$ cat src/rtl/cpu_types_pkg.sv
// Shared CPU types: machine word, opcode field, fetch FSM state.
// Latency: n/a (types only).
// Backpressure: n/a.
package cpu_types_pkg;

  typedef logic [31:0] word_t;
  typedef logic [5:0]  opcode_t;

  // Opcode that stops instruction fetch until a redirect arrives.
  localparam opcode_t HALT = 6'b111111;

  localparam word_t WORD_BYTES = 32'd4;

  typedef enum logic {
    RUN    = 1'b0,
    HALTED = 1'b1
  } fetch_state_t;

  // Sequential fetch address; wraps modulo 2^32.
  function automatic word_t next_pc(input word_t pc);
    return pc + WORD_BYTES;
  endfunction

endpackage

$ cat src/rtl/fetch_stage_if.sv
// Fetch stage bundle: icache request/response, hazard controls, IF/ID outputs.
// Latency: n/a (wiring only).
// Backpressure: stall freezes the fetch stage; redirect squashes IF/ID.
interface fetch_stage_if;
  import cpu_types_pkg::*;

  logic  ihit;
  word_t imemload;
  logic  stall;
  logic  redirect;
  word_t redirect_pc;
  logic  imemREN;
  word_t imemaddr;
  word_t ifid_instr;
  word_t ifid_pc;
  word_t ifid_npc;
  logic  ifid_valid;
  logic  fetch_halted;

  // Fetch stage side: issues icache requests and drives IF/ID.
  modport master (
    input  ihit, imemload, stall, redirect, redirect_pc,
    output imemREN, imemaddr, ifid_instr, ifid_pc, ifid_npc, ifid_valid, fetch_halted
  );

  // Environment side: icache, hazard unit and decode stage.
  modport slave (
    output ihit, imemload, stall, redirect, redirect_pc,
    input  imemREN, imemaddr, ifid_instr, ifid_pc, ifid_npc, ifid_valid, fetch_halted
  );

endinterface

$ cat src/rtl/fetch_stage_if_id_reg.sv
// IF/ID pipeline register with flush (bubble), hold and load controls.
// Latency: 1 cycle from load to outputs.
// Backpressure: hold keeps contents; flush wins over hold and load.
module if_id_reg
  import cpu_types_pkg::*;
(
  input  logic  clk,
  input  logic  rst,
  input  logic  load,
  input  logic  flush,
  input  logic  hold,
  input  word_t instr_in,
  input  word_t pc_in,
  input  word_t npc_in,
  output word_t instr,
  output word_t pc,
  output word_t npc,
  output logic  valid
);

  // Bubble keeps pc/npc so downstream sees a stable address for the NOP.
  always_ff @(posedge clk) begin
    if (rst) begin
      instr <= '0;
      pc    <= '0;
      npc   <= '0;
      valid <= 1'b0;
    end else if (flush) begin
      instr <= '0;
      valid <= 1'b0;
    end else if (load && !hold) begin
      instr <= instr_in;
      pc    <= pc_in;
      npc   <= npc_in;
      valid <= 1'b1;
    end
  end

endmodule

$ cat src/rtl/fetch_stage.sv
// Instruction fetch: PC register, RUN/HALTED FSM and IF/ID register.
// Latency: 1 cycle from ihit to IF/ID valid; PC advances on the same edge.
// Backpressure: stall holds PC, FSM and IF/ID; a miss inserts bubbles.
module fetch_stage
  import cpu_types_pkg::*;
#(
  parameter word_t   PC_INIT = 32'h0000_0000,
  parameter opcode_t HALT_OP = HALT
) (
  input logic         CLK,
  input logic         RST,
  fetch_stage_if.master bus
);

  fetch_state_t state_q, state_d;
  word_t        pc_q, pc_d, pc_plus4;
  logic         ifid_load, ifid_flush, ifid_hold;
  word_t        ifid_instr, ifid_pc, ifid_npc;
  logic         ifid_valid;

  assign pc_plus4 = next_pc(pc_q);

  // Next PC/state and IF/ID controls; priority redirect > stall > ihit > idle.
  always_comb begin
    state_d    = state_q;
    pc_d       = pc_q;
    ifid_load  = 1'b0;
    ifid_flush = 1'b0;
    ifid_hold  = 1'b0;
    if (bus.redirect) begin
      // Also covers a speculative HALT: fetch restarts at the target.
      pc_d       = bus.redirect_pc & ~32'h3;
      ifid_flush = 1'b1;
      state_d    = RUN;
    end else if (bus.stall) begin
      // Any ihit this cycle is dropped; the request stays up and refetches.
      ifid_hold = 1'b1;
    end else if (state_q == RUN) begin
      if (bus.ihit) begin
        ifid_load = 1'b1;
        if (bus.imemload[31:26] == HALT_OP) begin
          state_d = HALTED;
        end else begin
          pc_d = pc_plus4;
        end
      end else begin
        ifid_flush = 1'b1;
      end
    end else begin
      ifid_flush = 1'b1;
    end
  end

  // PC and FSM state registers.
  always_ff @(posedge CLK) begin
    if (RST) begin
      state_q <= RUN;
      pc_q    <= PC_INIT;
    end else begin
      state_q <= state_d;
      pc_q    <= pc_d;
    end
  end

  if_id_reg u_if_id (
    .clk      (CLK),
    .rst      (RST),
    .load     (ifid_load),
    .flush    (ifid_flush),
    .hold     (ifid_hold),
    .instr_in (bus.imemload),
    .pc_in    (pc_q),
    .npc_in   (pc_plus4),
    .instr    (ifid_instr),
    .pc       (ifid_pc),
    .npc      (ifid_npc),
    .valid    (ifid_valid)
  );

  assign bus.imemREN      = (state_q == RUN);
  assign bus.fetch_halted = (state_q == HALTED);
  assign bus.imemaddr     = pc_q;
  assign bus.ifid_instr   = ifid_instr;
  assign bus.ifid_pc      = ifid_pc;
  assign bus.ifid_npc     = ifid_npc;
  assign bus.ifid_valid   = ifid_valid;

endmodule

$ cat src/flat_wrapper.sv
// flat-port wrapper written by rule: the top's interface ports become plain ports
module fetch_stage_flat import cpu_types_pkg::*;
#(
  parameter word_t   PC_INIT = 32'h0000_0000,
  parameter opcode_t HALT_OP = HALT
)
  (CLK, RST, bus_ihit, bus_imemload, bus_stall, bus_redirect, bus_redirect_pc, bus_imemREN, bus_imemaddr, bus_ifid_instr, bus_ifid_pc, bus_ifid_npc, bus_ifid_valid, bus_fetch_halted);
  fetch_stage_if bus_i ();
  input logic CLK;
  input logic RST;
  input wire logic [$bits(bus_i.ihit)-1:0] bus_ihit;
  input wire logic [$bits(bus_i.imemload)-1:0] bus_imemload;
  input wire logic [$bits(bus_i.stall)-1:0] bus_stall;
  input wire logic [$bits(bus_i.redirect)-1:0] bus_redirect;
  input wire logic [$bits(bus_i.redirect_pc)-1:0] bus_redirect_pc;
  output wire logic [$bits(bus_i.imemREN)-1:0] bus_imemREN;
  output wire logic [$bits(bus_i.imemaddr)-1:0] bus_imemaddr;
  output wire logic [$bits(bus_i.ifid_instr)-1:0] bus_ifid_instr;
  output wire logic [$bits(bus_i.ifid_pc)-1:0] bus_ifid_pc;
  output wire logic [$bits(bus_i.ifid_npc)-1:0] bus_ifid_npc;
  output wire logic [$bits(bus_i.ifid_valid)-1:0] bus_ifid_valid;
  output wire logic [$bits(bus_i.fetch_halted)-1:0] bus_fetch_halted;
  assign bus_i.ihit = bus_ihit;
  assign bus_i.imemload = bus_imemload;
  assign bus_i.stall = bus_stall;
  assign bus_i.redirect = bus_redirect;
  assign bus_i.redirect_pc = bus_redirect_pc;
  assign bus_imemREN = bus_i.imemREN;
  assign bus_imemaddr = bus_i.imemaddr;
  assign bus_ifid_instr = bus_i.ifid_instr;
  assign bus_ifid_pc = bus_i.ifid_pc;
  assign bus_ifid_npc = bus_i.ifid_npc;
  assign bus_ifid_valid = bus_i.ifid_valid;
  assign bus_fetch_halted = bus_i.fetch_halted;
  fetch_stage #(.PC_INIT(PC_INIT), .HALT_OP(HALT_OP)) u_core (.CLK(CLK), .RST(RST), .bus(bus_i));
endmodule
$ cat config.mk
export PLATFORM = sky130hd
export DESIGN_NAME = fetch_stage_flat
export DESIGN_NICKNAME = d
export VERILOG_FILES = /design/src/rtl/cpu_types_pkg.sv /design/src/rtl/fetch_stage_if.sv /design/src/rtl/fetch_stage_if_id_reg.sv /design/src/rtl/fetch_stage.sv /design/src/flat_wrapper.sv
export SDC_FILE = /design/constraint.sdc
export NUM_CORES = 1
export LEC_CHECK = 0
export CORE_ASPECT_RATIO = 1.4
export CORE_MARGIN = 4
export CORE_UTILIZATION = 48
export DETAILED_ROUTE_END_ITERATION = 16
export PLACE_DENSITY = 0.86
export SLEW_MARGIN = 5
export SYNTH_ARGS = -nofsm -noshare
export SYNTH_HDL_FRONTEND = slang
export SYNTH_SLANG_ARGS = --single-unit
$ cat constraint.sdc
create_clock -name CLK -period 4.61 [get_ports CLK]
set_clock_uncertainty 0.1 [all_clocks]
set_input_delay 0.6915 -clock CLK [delete_from_list [all_inputs] [get_ports CLK]]
set_output_delay 0.6915 -clock CLK [all_outputs]
set_load 0.01 [all_outputs]
---- Yosys cells after proc, flatten, opt, wreduce, memory -nomap -nowiden ----
Index checks and enable logic that the tools add are counted.
storage, ports and cells
  bits in registers ....................... 130
  input port bits ......................... 69
  output and inout port bits .............. 131
operators by class
  add/subtract/negate cells ............... 1
  equality and inequality tests ........... 4
  muxes and demuxes ....................... 18
  bitwise operators ....................... 4
  reductions and logical operators ........ 8
operator list
  kind                   count
  $mux 32                5
  $add 32x3->32 const B  1
  $mux 1                 13
  $reduce_and 4->1       2
  $eq 6x6->1 const B     1
  $ne 2x2->1 const B     2
  $not 1->1              4
  $reduce_or 2->1        2
  $ne 2x1->1 const B     1
  $reduce_and 2->1       1
  $reduce_bool 2->1      1
  $logic_and 1x1->1      1
  $logic_not 1->1        1

---- Longest topological paths before layout ----
Gate-level depths: netlist of run 1.
  word-level depth ........................ 6
  gate-level depth with buffers ........... 6

---- Cells and area by module ----
Synthesis of run 1 repeated with hierarchy kept, for this count alone.
unflattened totals
  cells, all modules ...................... 704
  area total of the unflattened synthesis .. 5631.7 µm²
modules (own cells, without submodules)
  module       instances  cells each  area an instance (µm²)  sequential area each (µm²)
  if_id_reg    1          424         3392.0                  1941.9
  fetch_stage  1          280         2239.6                  620.6

---- Worst setup path before layout of run 1 ----
Ideal clock, no wire load.
  kind .................................... register -> register
  start ................................... reg u_core.pc_q[2] (netlist: u_core.bus.imemaddr[2])
  end ..................................... reg u_core.pc_q[26] (netlist: u_core.bus.imemaddr[26])
  data arrival time ....................... 1924 ps
  data required time ...................... 4436 ps
  path slack .............................. 2512 ps
  cell stages (with the launch flop) ...... 7
  buffers on the path ..................... 0
  period minus slack after synthesis ...... 2098 ps
  cell sequence ........................... dfxtp_1 > ha_1 > nand3_1 > nor3_4 > nand4_1 > or3_1 > a31oi_1
between the ends
  word-level cells in the longest chain between the ends .. 6
ends and longest elaborated chain
  what                      line                 text
  start: declaration        fetch_stage.sv:16    word_t pc_q, pc_d, pc_plus4;
  start signal: assignment  fetch_stage.sv:61    pc_q <= pc_d;
  $add 32x3->32             cpu_types_pkg.sv:21  return pc + WORD_BYTES;
  $mux 32                   fetch_stage.sv:41    if (bus.imemload[31:26] == HALT_OP) begin
  $mux 32                   fetch_stage.sv:39    if (bus.ihit) begin
  $mux 32                   fetch_stage.sv:38    end else if (state_q == RUN) begin
  $mux 32                   fetch_stage.sv:35    end else if (bus.stall) begin
  $mux 32                   fetch_stage.sv:30    if (bus.redirect) begin
No other way between the ends. The select of a mux whose other input is x is not followed.
A chain may end at the register's enable or synchronous reset.

---- Worst setup path in the final report of run 1 ----
  start ................................... in bus_stall
  end ..................................... reg u_core.pc_q[14] (netlist: u_core.bus.imemaddr[14])
between the ends
  word-level cells in the longest chain between the ends .. 2
ends and longest elaborated chain
  what                        line                text
  start: declaration          flat_wrapper.sv:13  input wire logic [$bits(bus_i.stall)-1:0] bus_stall;
  $ne 2x1->1 (no line)        -
  $reduce_and 4->1 (no line)  -
No other way between the ends.

==> results of run 1 <==
==> worst reg2reg max path, delay by kind of cell, from the launching register on <==
kind | cells | cell delay (ns)
compound gates | 2 | 0.49
simple gates | 3 | 1.06
fa+ha+maj | 1 | 0.27
flops | 1 | 0.48
==> per-layer routing <==
metal | global-route usage [%] | up-vias | share of wire [%]
met5 | 0 | - | 0
met4 | 14.8 | 0 | 3.9
met3 | 5.49 | 41 | 7.6
met2 | 45.5 | 246 | 50
met1 | 31.5 | 2455 | 38
li1 | - | 2556 | -
==> path summary, 6_finish.rpt <==
check                             end  cells past startpoint                      from  slack, ns
min reg2reg  u_core.u_if_id.instr[27]                      2  u_core.u_if_id.instr[27]       0.35
max           u_core.bus.imemaddr[14]                      6                 bus_stall       1.88
min          u_core.u_if_id.instr[27]                      2  u_core.u_if_id.instr[27]       0.35
max reg2reg   u_core.bus.imemaddr[26]                      6    u_core.bus.imemaddr[2]       2.06
==> power groups by stage <==
| stage | Sequential [mW] | Clock [mW] | Combinational [mW] |
|---|---|---|---|
| final | 1.16 | 1.31 | 0.300 |
| after global placement | 1.18 | 0 | 0.289 |
| after detailed placement | 1.18 | 0 | 0.296 |
| after floorplan | 1.18 | 0 | 0.122 |
| after CTS | 1.16 | 1.33 | 0.299 |
| after global routing | 1.16 | 1.37 | 0.322 |
==> synth_stat cells, drive strengths merged, types with 2 or more instances <==
| cell type | number | area [um^2] |
|---|---|---|
| o211ai | 3 | 22.5 |
| xor2 | 24 | 210 |
| buf | 8 | 55.1 |
| o21ai | 28 | 140 |
| and2 | 9 | 56.3 |
| nand4 | 11 | 68.8 |
| o311ai | 6 | 52.6 |
| nor2 | 33 | 126 |
| a211oi | 15 | 113 |
| a311oi | 2 | 17.5 |
| nor4 | 3 | 40.0 |
| mux2i | 2 | 20.0 |
| nand2 | 154 | 578 |
| clkbuf | 43 | 164 |
| xnor2 | 12 | 105 |
| a31oi | 13 | 81.3 |
| inv | 6 | 22.5 |
| and3 | 5 | 32.5 |
| nor3 | 4 | 31.3 |
| o22ai | 10 | 62.6 |
| a21oi | 88 | 440 |
| o21a | 4 | 30.0 |
| o31a | 3 | 26.3 |
| dfxtp | 124 | 2480 |
| or3 | 4 | 25.0 |
| nand3 | 20 | 135 |
==> cells in the final DEF, fill, tap and decap left out, types with 6 or more instances in the layout <==
cell,n
and2_1,9
nor2_1,32
nand4_1,11
o311ai_0,6
clkbuf_16,17
nand2_1,153
xnor2_1,12
o22ai_1,10
dfxtp_1,124
inv_1,6
nand3_1,16
a21oi_1,88
conb_1,6
o21ai_0,26
buf_4,8
clkdlybuf4s50_1,190
xor2_1,24
a31oi_1,13
a211oi_1,15
==> state kept, by name, indices dropped and copies added (netlist names) <==
name	flops
u_core.u_if_id.pc	30
u_core.bus.imemaddr	30
u_core.u_if_id.instr	32
u_core.u_if_id.valid	1
u_core.bus.fetch_halted	1
u_core.u_if_id.npc	30
==> logic make-up (layout without fill, tap and decap cells) <==
| kind of cell | after synthesis | in the layout | synth area share [%] |
|---|---|---|---|
| xor gates and xnor gates | 36 | 36 | 6.02 |
| other | 1 | 6 | 0.0716 |
| AOI/OAI and AO/OA | 174 | 174 | 19.1 |
| buffers and inverters | 58 | 236 | 4.68 |
| DFF | 124 | 124 | 47.4 |
| adders and majority gates | 1 | 1 | 0.239 |
| and+or+nand+nor | 249 | 249 | 21.8 |
| muxes | 3 | 3 | 0.669 |
==> cell type report <==
| class | instances | area [um^2] | area share (%) |
|---|---|---|---|
| clock inverter | 8 | 118 | 1.51 |
| inverter | 7 | 26.3 | 0.338 |
| timing repair buffer | 199 | 1970 | 25.3 |
| sequential | 124 | 2480 | 31.9 |
| clock buffer | 22 | 464 | 5.96 |
| multi-input combinational | 469 | 2550 | 32.8 |
| tap | 138 | 173 | 2.22 |
==> out/metrics.cfg, run 1 <==
[place]
place_area_um2=7190
dp_slack_ns=1.54
io_buffers=191
place_hpwl_mm=11.8
dp.cells=937
gp_congestion=0.832

[sta]
rsz0062_at_grt=false
post-route-period-util_pct=59.2
max_freq_mhz=367
worst_pin_slew_ns=0.821
slew_headroom_pct=45.1
hold_slack_ns=0.352
final-setup-viol-count=0
drv_slew=0
min_period_ns=2.73
finalHoldViolCount=0
finalSetupTns_ns=0
setup_ws_ns=1.88

[floorplan]
rows=44
design.core.area_um2=10500
dieArea_um2=12700
top_level_ports=200
die_x_um=96.3
start_util_pct=49.8
fp.dieH_um=132

[worst_setup_path]
startpoint_type=input port
required_ns=4.77
worstSetupPathType=in -> reg
cp_max_fo=13
critical_path.cell_chain=clkdlybuf4s50_1 -> nor3b_1 -> o21a_1 -> nor3_1 -> o21ai_0 -> o311ai_0
cp.buffers_inverters=1
end_kind=flip-flop
slowest_delay_ns=0.57
cp.arrival_ns=2.88
cp_top_family=compound AO/OA/AOI/OAI gates
crit_path_top_delay_cell=o21a_1

[cells_and_area]
syn_to_final_growth_pct=48.5
diodes=0
filler_cell_count=772
utilization_pct=74.0
fin_area_um2=7780
fin_nets=888
final_cells=967
layout-drive-gt1-share_pct=6.03

[power]
pwr-share-seq_pct=41.8
pwr-share-comb_pct=10.8
pwr_density_cell_nw_per_um2=356
p_leak_nw=2.66
total_power_mw=2.77
swShare_pct=22.8
p_switching_mw=0.632
ir_drop_uv=217
intPower_mw=2.14
p_clk_share_pct=47.3

[yosys]
synth_flop_cell=dfxtp_1
postSynthCellCount=646
yosysWarnings=0
synth_edf_count=0
ys_seq_elements=124
synth.distinct_cells=48
netlist_area_um2=5240
synthArstFlopShare_pct=0
synth.avg_cell_area_um2=8.11
ys_seq_area_share_pct=47.4

[route]
vias=5298
vias_per_cell=5.48
drt_iter0_drc=253
first_pass_iters=5
drtAntennaViolNets=0
post-route-drc-count=0
wl_per_cell_um=17.7
routed_wl_mm=17.1

[global_route]
grt_use_total_pct=27.1
grt_max_degree=67
grt-ovfl-total=0
antenna_found_initial=0
grt_pass1_wl_mm=27.0
first_global_vias=5343

[hold_path]
holdCritPathClass=reg -> reg

[outcome]
status=finished, final reports clean

[cts]
clk_path_buf_depth=2
hold_buffers=0
clk_pin_slew_ns=0.05
cts_buffers=17
numClockSinks=124
cts_setup_buffers=0
clk_latency_ns=0.41
tritoncts=yes
post_cts_resized=0
clockRootBuffer=clkbuf_16
ctsHtreeMaxLevel=4

[flow_run]
timing.max_cap.violations=0

Note: power is estimated with default switching activity, not from simulation.
==> inputs of run 2 (changes only) <==
--- a/config.mk
+++ b/config.mk
@@ -7,9 +7,9 @@
 export LEC_CHECK = 0
 export CORE_ASPECT_RATIO = 1.4
 export CORE_MARGIN = 4
-export CORE_UTILIZATION = 48
+export CORE_UTILIZATION = 40
 export DETAILED_ROUTE_END_ITERATION = 16
-export PLACE_DENSITY = 0.86
+export PLACE_DENSITY = 0.77
 export SLEW_MARGIN = 5
 export SYNTH_ARGS = -nofsm -noshare
 export SYNTH_HDL_FRONTEND = slang
==> constraint.sdc (replaced) <==
create_clock -name CLK -period 2.4 [get_ports CLK]
set_clock_uncertainty 0.1 [all_clocks]
set_input_delay 0.36 -clock CLK [delete_from_list [all_inputs] [get_ports CLK]]
set_output_delay 0.36 -clock CLK [all_outputs]
set_load 0.01 [all_outputs]
==> out/metrics.cfg, run 2 (synthesized netlist as in run 1, its figures left out) <==
[outcome]
status=finished, final reports clean

[worst_setup_path]
required_ns=2.62
end_kind=flip-flop
crit_path_start=u_core.bus.imemaddr[2]
cp.buffers_inverters=1
r2r-start=u_core.bus.imemaddr[2]
crit_path_top_delay_cell=or3_1
critical_path_depth=7
startpoint_type=flip-flop
worstSetupPathType=reg -> reg
r2r.worst_path.cells=7
slowest_delay_ns=0.36
cp_max_fo=4
critical_path.cell_chain=ha_1 -> nand3_1 -> buf_4 -> nor2_1 -> nand4_1 -> or3_1 -> a31oi_1
cp.arrival_ns=2.36
cp_top_family=simple AND/OR/NAND/NOR gates

[cts]
clk_pin_slew_ns=0.05
numClockSinks=124
clk_latency_ns=0.40
ctsHtreeMaxLevel=4
post_cts_resized=0
cts_buffers=17
clockRootBuffer=clkbuf_16
clk_path_buf_depth=2
hold_buffers=0
cts_setup_buffers=0
tritoncts=yes

[place]
place_hpwl_mm=11.6
gp_congestion=0.864
dp_slack_ns=0.0151
io_buffers=191

[sta]
min_period_ns=2.14
setup_ws_ns=0.259
post-route-period-util_pct=89.2
drv_slew=0
max_freq_mhz=467
slew_headroom_pct=56.1
finalSetupTns_ns=0
finalHoldViolCount=0
worst_pin_slew_ns=0.651
final-setup-viol-count=0
rsz0062_at_grt=false

[hold_path]
holdPathStages=2
worstHoldStart=RST
holdCritPathClass=in -> reg

[cells_and_area]
syn_to_final_growth_pct=53.7
diodes=0
multiInputGateArea_um2=2550
final-seq-area_um2=2480
layout-drive-gt1-share_pct=9.07
largest_register_ffs=32
fin_nets=917
layout_common_cells=clkdlybuf4s50_1, nand2_1, dfxtp_1, a21oi_1, buf_4
filler_cell_count=1094
regMostFlops=u_core.u_if_id.instr
mostFrequentLayoutCell=clkdlybuf4s50_1

[power]
pwr-share-seq_pct=40.8
p_leak_nw=2.82
swShare_pct=22.9
p_switching_mw=1.24
pwr-share-comb_pct=11.7
p_clk_share_pct=47.5
intPower_mw=4.15
ir_drop_uv=489
pwr_density_cell_nw_per_um2=669

[floorplan]
fp.dieH_um=143
rows=49
dieArea_um2=15000
start_util_pct=40.9
die_x_um=105
design.core.area_um2=12800
top_level_ports=200

[global_route]
antenna_found_initial=0
grt_use_total_pct=21.8
grt_max_degree=121
first_global_vias=5027
grt_pass1_wl_mm=26.2
grt-ovfl-total=0

[route]
routed_wl_mm=16.5
post-route-drc-count=0
drt_iter0_drc=295
first_pass_iters=4
wl_per_cell_um=16.3
vias_per_cell=5.14
drtAntennaViolNets=0
vias=5206

[flow_run]
timing.max_cap.violations=0

-- run 2: changes by cell type in the layout (fill, tap and decap cells not counted) --
| cell | previous run | this run |
|---|---|---|
| o21ai_4 | 1 | 0 |
| buf_4 | 8 | 34 |
| o21ai_2 | 0 | 1 |
| clkinv_2 | 4 | 3 |
| buf_12 | 0 | 3 |
| clkbuf_1 | 3 | 6 |
-- run 2: final cells by class --
class,count,share of cell area [%]
multi-input combinational,469,31.6
sequential,124,30.8
timing repair buffer,228,27.6
clock buffer,25,5.90
tap,153,2.38
clock inverter,7,1.40
inverter,7,0.326
-- run 2: power groups by stage --
stage / Clock, mW / Sequential, mW / Combinational [mW]
floorplan: 0 / 2.27 / 0.234
finish: 2.56 / 2.20 / 0.631
CTS: 2.61 / 2.20 / 0.634
detailed placement: 0 / 2.24 / 0.629
global placement: 0 / 2.24 / 0.624
global route: 2.71 / 2.21 / 0.681
-- run 2: path summary, 6_finish.rpt --
kind	endpoint	slack, ns
worst max-delay path	u_core.bus.imemaddr[16]	0.26
worst min-delay path	u_core.bus.imemaddr[31]	0.17
worst max register to register	u_core.bus.imemaddr[16]	0.26
worst min register to register	u_core.u_if_id.pc[22]	0.35
-- run 2: metrics by stage --
stage                     cell area [um^2]  hold slack [ns]  cells  utilization [%]  power [mW]
after floorplan                       5260            0.381    651                -        2.50
after global placement                7470            0.341    981             58.3        2.87
after detailed placement              7470            0.345    981             58.3        2.87
after CTS                             8060            0.142   1013             62.9        5.44
after global routing                  8060            0.151   1013             62.9        5.60
final                                 8060            0.170   1013             62.9        5.39
-- run 2: per-layer routing --
layer	vias up	GRT usage (%)	share of wire [%]
li1	2614	-	-
met1	2381	26.1	42
met2	191	38.0	50
met3	20	5.66	5.7
met4	0	7.46	1.9
met5	-	0	0
==> inputs of run 3 (changes only) <==
--- a/config.mk
+++ b/config.mk
@@ -8,6 +8,7 @@
 export CORE_ASPECT_RATIO = 1.4
 export CORE_MARGIN = 4
 export CORE_UTILIZATION = 40
+export CTS_CLUSTER_SIZE = 40
 export DETAILED_ROUTE_END_ITERATION = 16
 export PLACE_DENSITY = 0.77
 export SLEW_MARGIN = 5
==> results of run 3 <==
No change in the layout: final DEF, timing and power equal those of run 2.
